[src/rtl/racc_pkg.sv]
// Shared types for the tile reduce accumulator: tile mode, per-beat sideband,
// and the saturating add used when TILE_REDUCE_ACC_SAT_EN is defined.
package racc_pkg;

  typedef enum logic [1:0] {
    MODE_MAC     = 2'b00,
    MODE_OUTER   = 2'b01,
    MODE_MAC_RUN = 2'b10
  } mode_e;

  typedef struct packed {
    logic  valid;
    mode_e mode;
    logic  first;
    logic  last;
  } sb_t;

  localparam int SB_W = $bits(sb_t);

  typedef struct packed {
    logic        sat;
    logic [63:0] val;
  } sat_res_t;

  // Operands arrive sign-extended to 64 bits; result is clamped to a w-bit signed range.
  function automatic sat_res_t sat_add(input logic signed [63:0] a,
                                       input logic signed [63:0] b,
                                       input int unsigned w);
    logic signed [64:0] s, mx, mn;
    sat_res_t r;
    s  = {a[63], a} + {b[63], b};
    mx = (65'sd1 <<< (w - 1)) - 65'sd1;
    mn = -(65'sd1 <<< (w - 1));
    r.sat = 1'b0;
    r.val = s[63:0];
    if (s > mx) begin
      r.sat = 1'b1;
      r.val = mx[63:0];
    end else if (s < mn) begin
      r.sat = 1'b1;
      r.val = mn[63:0];
    end
    return r;
  endfunction

endpackage

[src/rtl/racc_adder_level.sv]
// One registered pairwise reduction level: rows 2r and 2r+1 summed per column,
// registered together with the beat sideband; holds when en_i is low.
module racc_adder_level
  import racc_pkg::*;
#(
  parameter int ROWS_OUT = 2,
  parameter int COLS     = 4,
  parameter int W        = 32
) (
  input  logic                         clk,
  input  logic                         rst,
  input  logic                         en_i,
  input  logic [SB_W-1:0]              sb_i,
  input  logic [2*ROWS_OUT*COLS*W-1:0] dat_i,
  output logic [SB_W-1:0]              sb_o,
  output logic [ROWS_OUT*COLS*W-1:0]   dat_o
);

  logic [SB_W-1:0]            sb_q;
  logic [ROWS_OUT*COLS*W-1:0] dat_q, dat_d;

  always_comb begin
    dat_d = '0;
    for (int r = 0; r < ROWS_OUT; r++) begin
      for (int c = 0; c < COLS; c++) begin
        dat_d[(r*COLS+c)*W +: W] = dat_i[((2*r)*COLS+c)*W +: W] + dat_i[((2*r+1)*COLS+c)*W +: W];
      end
    end
  end

  always_ff @(posedge clk) begin
    if (rst) begin
      sb_q  <= '0;
      dat_q <= '0;
    end else if (en_i) begin
      sb_q  <= sb_i;
      dat_q <= dat_d;
    end
  end

  assign sb_o  = sb_q;
  assign dat_o = dat_q;

endmodule

[src/rtl/tile_reduce_accumulator.sv]
// Column-reduces a TILE_ROWS x TILE_COLS beat through a registered adder tree and
// accumulates per tile (MAC / MAC_RUN) or passes through (OUTER). Optional: TILE_REDUCE_ACC_SAT_EN.
module tile_reduce_accumulator
  import racc_pkg::*;
#(
  parameter int TILE_ROWS = 4,
  parameter int TILE_COLS = 4,
  parameter int IN_WIDTH  = 32,
  parameter int ACC_WIDTH = 32,
  parameter int CNT_WIDTH = 16
) (
  input  logic                              clk,
  input  logic                              rst,
  input  logic                              in_valid,
  output logic                              in_ready,
  input  logic [1:0]                        in_mode,
  input  logic                              in_first,
  input  logic                              in_last,
  input  logic [TILE_ROWS*TILE_COLS*IN_WIDTH-1:0] mat_in,
  output logic                              out_valid,
  input  logic                              out_ready,
  output logic [TILE_COLS*ACC_WIDTH-1:0]    vec_out,
  output logic [CNT_WIDTH-1:0]              out_beats,
`ifdef TILE_REDUCE_ACC_SAT_EN
  output logic [TILE_COLS-1:0]              sat_flag,
`endif
  output logic                              err_frame
);

  localparam int L = $clog2(TILE_ROWS);
  localparam int N = TILE_ROWS * TILE_COLS;

  logic  stall, take;
  logic  open_q, open_d, err_q, err_d, eff_first;
  mode_e mode_q, mode_d, in_mode_m;
  sb_t   sb0, sbl;
  logic [N*ACC_WIDTH-1:0]         sext;
  logic [TILE_COLS*ACC_WIDTH-1:0] col_sum, acc_q, acc_d;
  logic [CNT_WIDTH-1:0]           cnt_q, cnt_d;
  logic                           ov_q, ov_d;

  assign stall = ov_q && !out_ready;
  assign take  = in_valid && !stall;

  // Reserved encoding 11 behaves as OUTER.
  always_comb begin
    case (in_mode)
      2'b00:   in_mode_m = MODE_MAC;
      2'b10:   in_mode_m = MODE_MAC_RUN;
      default: in_mode_m = MODE_OUTER;
    endcase
  end

  always_comb begin
    open_d    = open_q;
    err_d     = err_q;
    mode_d    = mode_q;
    eff_first = in_first || !open_q;
    if (take) begin
      if (!in_first && !open_q) err_d = 1'b1;
      if (in_first && open_q)   err_d = 1'b1;
      if (!eff_first && in_mode_m != mode_q) err_d = 1'b1;
      if (eff_first) mode_d = in_mode_m;
      open_d = !in_last;
    end
    sb0.valid = take;
    sb0.mode  = eff_first ? in_mode_m : mode_q;
    sb0.first = eff_first;
    sb0.last  = in_last;
  end

  always_comb begin
    sext = '0;
    for (int i = 0; i < N; i++) begin
      sext[i*ACC_WIDTH +: ACC_WIDTH] = ACC_WIDTH'($signed(mat_in[i*IN_WIDTH +: IN_WIDTH]));
    end
  end

  for (genvar k = 0; k < L; k++) begin : g_lvl
    localparam int RO = TILE_ROWS >> (k + 1);
    logic [SB_W-1:0]             sb;
    logic [RO*TILE_COLS*ACC_WIDTH-1:0] dat;
    if (k == 0) begin : g_src
      racc_adder_level #(.ROWS_OUT(RO), .COLS(TILE_COLS), .W(ACC_WIDTH)) u_lvl (
        .clk(clk), .rst(rst), .en_i(!stall), .sb_i(sb0), .dat_i(sext),
        .sb_o(sb), .dat_o(dat));
    end else begin : g_src
      racc_adder_level #(.ROWS_OUT(RO), .COLS(TILE_COLS), .W(ACC_WIDTH)) u_lvl (
        .clk(clk), .rst(rst), .en_i(!stall), .sb_i(g_lvl[k-1].sb), .dat_i(g_lvl[k-1].dat),
        .sb_o(sb), .dat_o(dat));
    end
  end

  assign sbl     = sb_t'(g_lvl[L-1].sb);
  assign col_sum = g_lvl[L-1].dat;

`ifdef TILE_REDUCE_ACC_SAT_EN
  logic [TILE_COLS-1:0] sat_q, sat_d;
  sat_res_t             sr;
`endif

  always_comb begin
    acc_d = acc_q;
    cnt_d = cnt_q;
    ov_d  = ov_q;
`ifdef TILE_REDUCE_ACC_SAT_EN
    sat_d = sat_q;
    sr    = '0;
`endif
    if (!stall) begin
      ov_d = sbl.valid && (sbl.mode != MODE_MAC || sbl.last);
      if (sbl.valid) begin
        if (sbl.first || sbl.mode == MODE_OUTER) begin
          acc_d = col_sum;
          cnt_d = CNT_WIDTH'(1);
`ifdef TILE_REDUCE_ACC_SAT_EN
          if (sbl.first) sat_d = '0;
`endif
        end else begin
          if (cnt_q != '1) cnt_d = cnt_q + CNT_WIDTH'(1);
          for (int c = 0; c < TILE_COLS; c++) begin
`ifdef TILE_REDUCE_ACC_SAT_EN
            sr = sat_add(64'($signed(acc_q[c*ACC_WIDTH +: ACC_WIDTH])),
                         64'($signed(col_sum[c*ACC_WIDTH +: ACC_WIDTH])), ACC_WIDTH);
            acc_d[c*ACC_WIDTH +: ACC_WIDTH] = sr.val[ACC_WIDTH-1:0];
            sat_d[c] = sat_q[c] | sr.sat;
`else
            acc_d[c*ACC_WIDTH +: ACC_WIDTH] = acc_q[c*ACC_WIDTH +: ACC_WIDTH] + col_sum[c*ACC_WIDTH +: ACC_WIDTH];
`endif
          end
        end
      end
    end
  end

  always_ff @(posedge clk) begin
    if (rst) begin
      open_q <= 1'b0;
      err_q  <= 1'b0;
      mode_q <= MODE_MAC;
      acc_q  <= '0;
      cnt_q  <= '0;
      ov_q   <= 1'b0;
`ifdef TILE_REDUCE_ACC_SAT_EN
      sat_q  <= '0;
`endif
    end else begin
      open_q <= open_d;
      err_q  <= err_d;
      mode_q <= mode_d;
      acc_q  <= acc_d;
      cnt_q  <= cnt_d;
      ov_q   <= ov_d;
`ifdef TILE_REDUCE_ACC_SAT_EN
      sat_q  <= sat_d;
`endif
    end
  end

  assign in_ready  = !stall;
  assign out_valid = ov_q;
  assign vec_out   = acc_q;
  assign out_beats = cnt_q;
  assign err_frame = err_q;
`ifdef TILE_REDUCE_ACC_SAT_EN
  assign sat_flag  = sat_q;
`endif

endmodule

[config.mk]
export PLATFORM = sky130hd
export DESIGN_NAME = tile_reduce_accumulator
export DESIGN_NICKNAME = d
export VERILOG_FILES = /design/src/rtl/racc_pkg.sv /design/src/rtl/racc_adder_level.sv /design/src/rtl/tile_reduce_accumulator.sv
export SDC_FILE = /design/constraint.sdc
export NUM_CORES = 2
export LEC_CHECK = 0
export BUFFER_PORTS_ARGS = -buffer_cell sky130_fd_sc_hd__buf_4
export CORE_ASPECT_RATIO = 0.8
export CORE_MARGIN = 8
export CORE_UTILIZATION = 55
export DETAILED_ROUTE_END_ITERATION = 10
export PLACE_DENSITY = 0.77
export SLEW_MARGIN = 25
export SYNTH_ARGS = -nofsm -noshare
export SYNTH_HDL_FRONTEND = slang
export SYNTH_HIERARCHICAL = 1
export SYNTH_SLANG_ARGS = --single-unit
[constraint.sdc]
create_clock -name clk -period 8.55 [get_ports clk]
set_input_delay 0.4275 -clock clk [delete_from_list [all_inputs] [get_ports clk]]
set_output_delay 0.4275 -clock clk [all_outputs]
set_load 0.02 [all_outputs]
# Yosys cells after proc, flatten, opt, wreduce, memory -nomap -nowiden

Cells that the tools add are included.

$add $sub $neg: 17
Equal/unequal tests: 4
Mux-type cells: 8
Bitwise logic cells: 1
Reduce and logical (&&, ||, !) cells: 22

Operator list:

| cell                    | number |
|---|---|
| $add A32 B32 Y32        | 16 |
| $mux W128               | 1 |
| $mux W16                | 2 |
| $add A16 B1 Y16 const B | 1 |
| $ne A16 B16 Y1 const B  | 1 |
| $logic_and A1 B1 Y1     | 6 |
| $logic_not A1 Y1        | 6 |
| $pmux W2 S2             | 1 |
| $reduce_and A2 Y1       | 2 |
| $reduce_bool A2 Y1      | 2 |
| $logic_or A1 B1 Y1      | 3 |
| $mux W1                 | 3 |
| $reduce_and A3 Y1       | 1 |
| $reduce_bool A3 Y1      | 1 |
| $eq A2 B1 Y1 const B    | 1 |
| $eq A2 B2 Y1 const B    | 1 |
| $logic_not A2 Y1        | 1 |
| $mux W2                 | 1 |
| $ne A2 B2 Y1            | 1 |
| $not A1 Y1              | 1 |

Register bits: 543
Bits of input ports: 520
Output and inout bits: 147
Word-level logic and storage cells: 62

# Logic depth before layout (Yosys ltp)

Depth in word-level cells: 6
Depth in mapped cells: 13
Mapped depth without buffers: 13

# By module

Netlist, hierarchy kept.

Modules (own cells, without submodules):

| module                                   | times used | cells each | area each (um^2) | sequential area each (um^2) |
|---|---|---|---|---|
| racc_adder_level at g_lvl[0].g_src.u_lvl | 1          | 2634       | 21231.6          | 5225.0 |
| tile_reduce_accumulator                  | 1          | 1611       | 12199.2          | 2982.9 |
| racc_adder_level at g_lvl[1].g_src.u_lvl | 1          | 1407       | 11111.9          | 2662.6 |

# Worst setup path before layout

OpenSTA, ideal clock, no wires.

Path kind: flip-flop to flip-flop
Start point: register acc_q[64] (netlist: vec_out[64])
End point: register acc_q[94] (netlist: vec_out[94])
Setup time: 0.131 ns
Arrival: 3.060 ns
Data required time: 8.419 ns
Path slack: 5.359 ns
Cell stages (with the launch flop): 14
Buffers on the path: 0
Period minus slack after synthesis: 3.191 ns
Cells stage by stage: dfxtp_1 ha_1 fa_1 a21oi_1 nor3_1 o21ai_0 nand3_1 a311oi_1 a211oi_1 a221oi_1 a21oi_1 nor2_1 xor2_1 o22ai_1

Cells in the longest elaborated chain, start to end: 2

RTL lines:

| item                   | RTL line                       | source |
|---|---|---|
| start, declared        | tile_reduce_accumulator.sv:38  | `logic [TILE_COLS*ACC_WIDTH-1:0] col_sum, acc_q, acc_d;` |
| start signal, assigned | tile_reduce_accumulator.sv:141 | `acc_q <= '0;` |
| start signal, assigned | tile_reduce_accumulator.sv:151 | `acc_q <= acc_d;` |
| $add A32 B32 Y32       | tile_reduce_accumulator.sv:128 | `acc_d[c*ACC_WIDTH +: ACC_WIDTH] = acc_q[c*ACC_WIDTH +: ACC_WIDTH] + col_sum[c*ACC_WIDTH +: ACC_WIDTH];` |
| $mux W128              | tile_reduce_accumulator.sv:113 | `if (sbl.first \|\| sbl.mode == MODE_OUTER) begin` |

Every way passes these cells.
A chain may end at the register's enable or synchronous reset.

# Final worst setup path

Ends and elaborated chain as after synthesis.

==> flow_summary_export.csv <==
group,metric,value,unit
setup_path,worstSetupEndpointType,"flip-flop",
power_and_ir_drop,p_per_area,182,nW/um2
final_layout,multiInputGateArea,32200,um2
synth,synth_compound_area_share,28.2,%
synth,synthMuxAreaShare,4.21,%
sta,rsz0062_at_grt,"false",
synth,synth_top_area_cell,"dfxtp_1",
final_layout,post-route-util,64.7,%
final_layout,nFillCells,7107,
placement,io_buffers,666,
job,maxCapViolCount,0,
clocking,cts_root_buf,"clkbuf_16",
sta,fin_skew,0.0190,ns
final_layout,drive_gt1_share,13.9,%
synth,synth-edff-count,0,
synth,synth_fp_nets,6686,
power_and_ir_drop,sequentialPowerShare,34.0,%
final_layout,seq_area,10900,um2
synth,synthAdderAreaFrac,14.7,%
sta,setup_viol,0,
setup_path,ff2ff_path_depth,13,
floorplan,fp-row-count,93,
hold_path,hold_path_class,"input port to flip-flop",
placement,placed_cells,7152,
synth,yosysSeqAreaShare,24.4,%
power_and_ir_drop,swShare,37.6,%
sta,tightestPinTransition,1.06,ns
synth,postSynthAreaPerCell,7.88,um2
floorplan,ios,667,
synth,postSynthCellCount,5652,
outcome,status,"finished, final reports clean",
final_layout,synthToLayoutAreaGrowth,16.8,%
drt,first_pass_iters,5,
sta,final.min_clock_period,3.76,ns
drt,drt_iter0_drc,3475,
global_route,grt_pass1_vias,41500,
setup_path,cp_max_fo,4,
drt,wl_per_cell,20.2,um
floorplan,die_area,90400,um2
clocking,htreeDepth,2,
synth,synth_seq_cells,543,
drt,vias,44100,
synth,netlist_area,44500,um2
clocking,cts_buffers,57,
sta,final.period_utilization,43.9,%
sta,maxSlewHeadroom,29.4,%
clocking,holdBufCountCts,1,
placement,dpl.hpwl,115000,um
power_and_ir_drop,internal-power,5.91,mW
synth,synth_xor_area_share,8.49,%
drt,avgViaCountPerCell,6.07,
sta,hold_viol,0,
power_and_ir_drop,power.share.combinational,38.8,%
global_route,grt_pass1_wl,228000,um
power_and_ir_drop,p_switching,3.56,mW
power_and_ir_drop,p_leak,24.7,nW
final_layout,layoutNonFillerInstCount,7255,
clocking,postCtsSetupBuffers,0,
clocking,path_clk_slew,0.06,ns
clocking,cts_sinks,543,
floorplan,die_height,271,um
synth,synth_flop_cell,"dfxtp_1",
synth,yosysWarnings,6,
clocking,ctsResizeCount,0,
setup_path,setup.worst_path.class,"flip-flop to flip-flop",
clocking,cts_tree,"built",
hold_path,min_path_cells,4,
drt,detail-route-antenna-nets,0,
floorplan,core_area,80400,um2
drt,routed_wl,146000,um
synth,synthSimpleGateAreaFrac,16.6,%
synth,synthArstFlopShare,0,%
setup_path,crit_required,9.02,ns
synth,ys_types,96,
synth,synth.area.top_cells,"dfxtp_1 24%, ha_1 14%, a21oi_1 6.3%",
floorplan,initial_utilization,55.4,%
global_route,antenna_found_initial,2,
clocking,clockBufferDepth,3,
sta,timing.fmax,0.266,GHz
synth,synth_top_family_by_area,"compound AO/OA/AOI/OAI gates",
synth,yosysTopAreaCellShare,24.4,%
setup_path,arrival,4.23,ns
power_and_ir_drop,pwr-share-clk,27.2,%
power_and_ir_drop,irDropWorstVdd,0.136,mV
sta,drv_slew,0,
sta,fin_tns_setup,0,ns
final_layout,fin_nets,7154,
floorplan,die_x,334,um
setup_path,startpoint_type,"flip-flop",
global_route,grt_max_degree,180,
global_route,overflow,0,
drt,drc,0,
placement,place_congestion,0.967,
global_route,grt_util_all_layers,30.3,%
clocking,clock_latency,0.63,ns
critical path, cell delays in order, from the launching register on:
cell	delay, ns
dfxtp_1	0.32
ha_1	0.22
fa_1	0.41
a21oi_1	0.23
nor3_1	0.07
o21ai_0	0.24
nand3_1	0.24
a311oi_1	0.61
a211oi_1	0.26
a221oi_1	0.52
a21oi_1	0.13
nor2_1	0.12
xor2_1	0.15
o22ai_1	0.09
registers in the layout, summed over array words and instances (netlist names):
register / cells
out_valid: 1
mode_q: 2
g_lvl.g_src.u_lvl/sb_o: 10
vec_out: 128
open_q: 1
err_frame: 1
g_lvl.g_src.u_lvl/dat_o: 384
out_beats: 16
final timing paths:
check,slack (ns),to,from
max,4.79,vec_out[94],vec_out[64]
min,0.16,g_lvl[0].g_src.u_lvl/dat_o[192],mat_in[448]
max reg2reg,4.79,vec_out[94],vec_out[64]
min reg2reg,0.46,g_lvl[0].g_src.u_lvl/dat_o[150],g_lvl[0].g_src.u_lvl/dat_o[150]
metrics by stage:
stage | power [mW] | hold WS, ns | setup slack (ns) | instance area [um2]
finish | 9.47 | 0.163 | 4.79 | 52000
global route | 10.0 | 0.181 | 4.45 | 52000
CTS | 9.45 | 0.128 | 4.85 | 52000
detailed placement | 6.86 | 0.448 | 4.76 | 50100
global placement | 6.80 | 0.441 | 4.79 | 50100
floorplan | 5.74 | 0.429 | 5.36 | 44500
layer usage:
layer | global-route usage [%] | up-vias | share of wire, %
met3 | 7.11 | 236 | 8.7
met1 | 41.4 | 20600 | 44
met2 | 46.5 | 1558 | 43
met5 | 0 | - | 0.0089
li1 | - | 21700 | -
met4 | 10.9 | 2 | 3.8
cell families after synthesis:
group                    count (synthesis)
adder cells (fa/ha/maj)                514
AND/OR/NAND/NOR                       1647
AO/OA/AOI/OAI                         1930
multiplexers                           187
XOR/XNOR                               432
buffers and inverters                  399
flip-flops                             543
synthesized netlist by cell type, drive strengths merged, types with 44 or more instances:
library cell,count
nand2,593
a21oi,558
dfxtp,543
nor2,522
ha,498
o21ai,416
a21o,272
xnor2,252
clkbuf,241
mux2i,184
xor2,180
inv,122
nand3,104
a31oi,87
nor3,83
a211oi,82
nand4,80
o21bai,72
a311oi,65
and3,59
o21a,49
o211ai,44
final cells by class:
type | count | share of cell area [%]
Antenna cell | 1 | 0.00481
Clock buffer | 73 | 3.05
Clock inverter | 28 | 0.625
Inverter | 122 | 0.880
Multi-Input combinational cell | 4710 | 61.9
Sequential cell | 543 | 20.9
Tap cell | 1092 | 2.63
Timing Repair Buffer | 686 | 9.98
power groups by stage:
| stage | Clock [mW] | Sequential, mW | Combinational, mW |
|---|---|---|---|
| after detailed placement | 0 | 3.27 | 3.59 |
| after global routing | 2.71 | 3.26 | 4.03 |
| after CTS | 2.62 | 3.21 | 3.62 |
| after global placement | 0 | 3.26 | 3.54 |
| final | 2.58 | 3.22 | 3.67 |
| after floorplan | 0 | 3.17 | 2.57 |
placed cells by master (no fill, tap or decap), drive strengths merged, types with 87 or more instances in the layout:
cell,netlist,layout
dfxtp,543,543
nand3,104,104
nor2,522,522
a21o,272,272
ha,498,498
xnor2,252,252
mux2i,184,184
a31oi,87,87
xor2,180,180
a21oi,558,558
o21ai,416,416
nand2,593,593
inv,122,122
buf,36,685
Note: power is estimated with default switching activity, not from simulation.
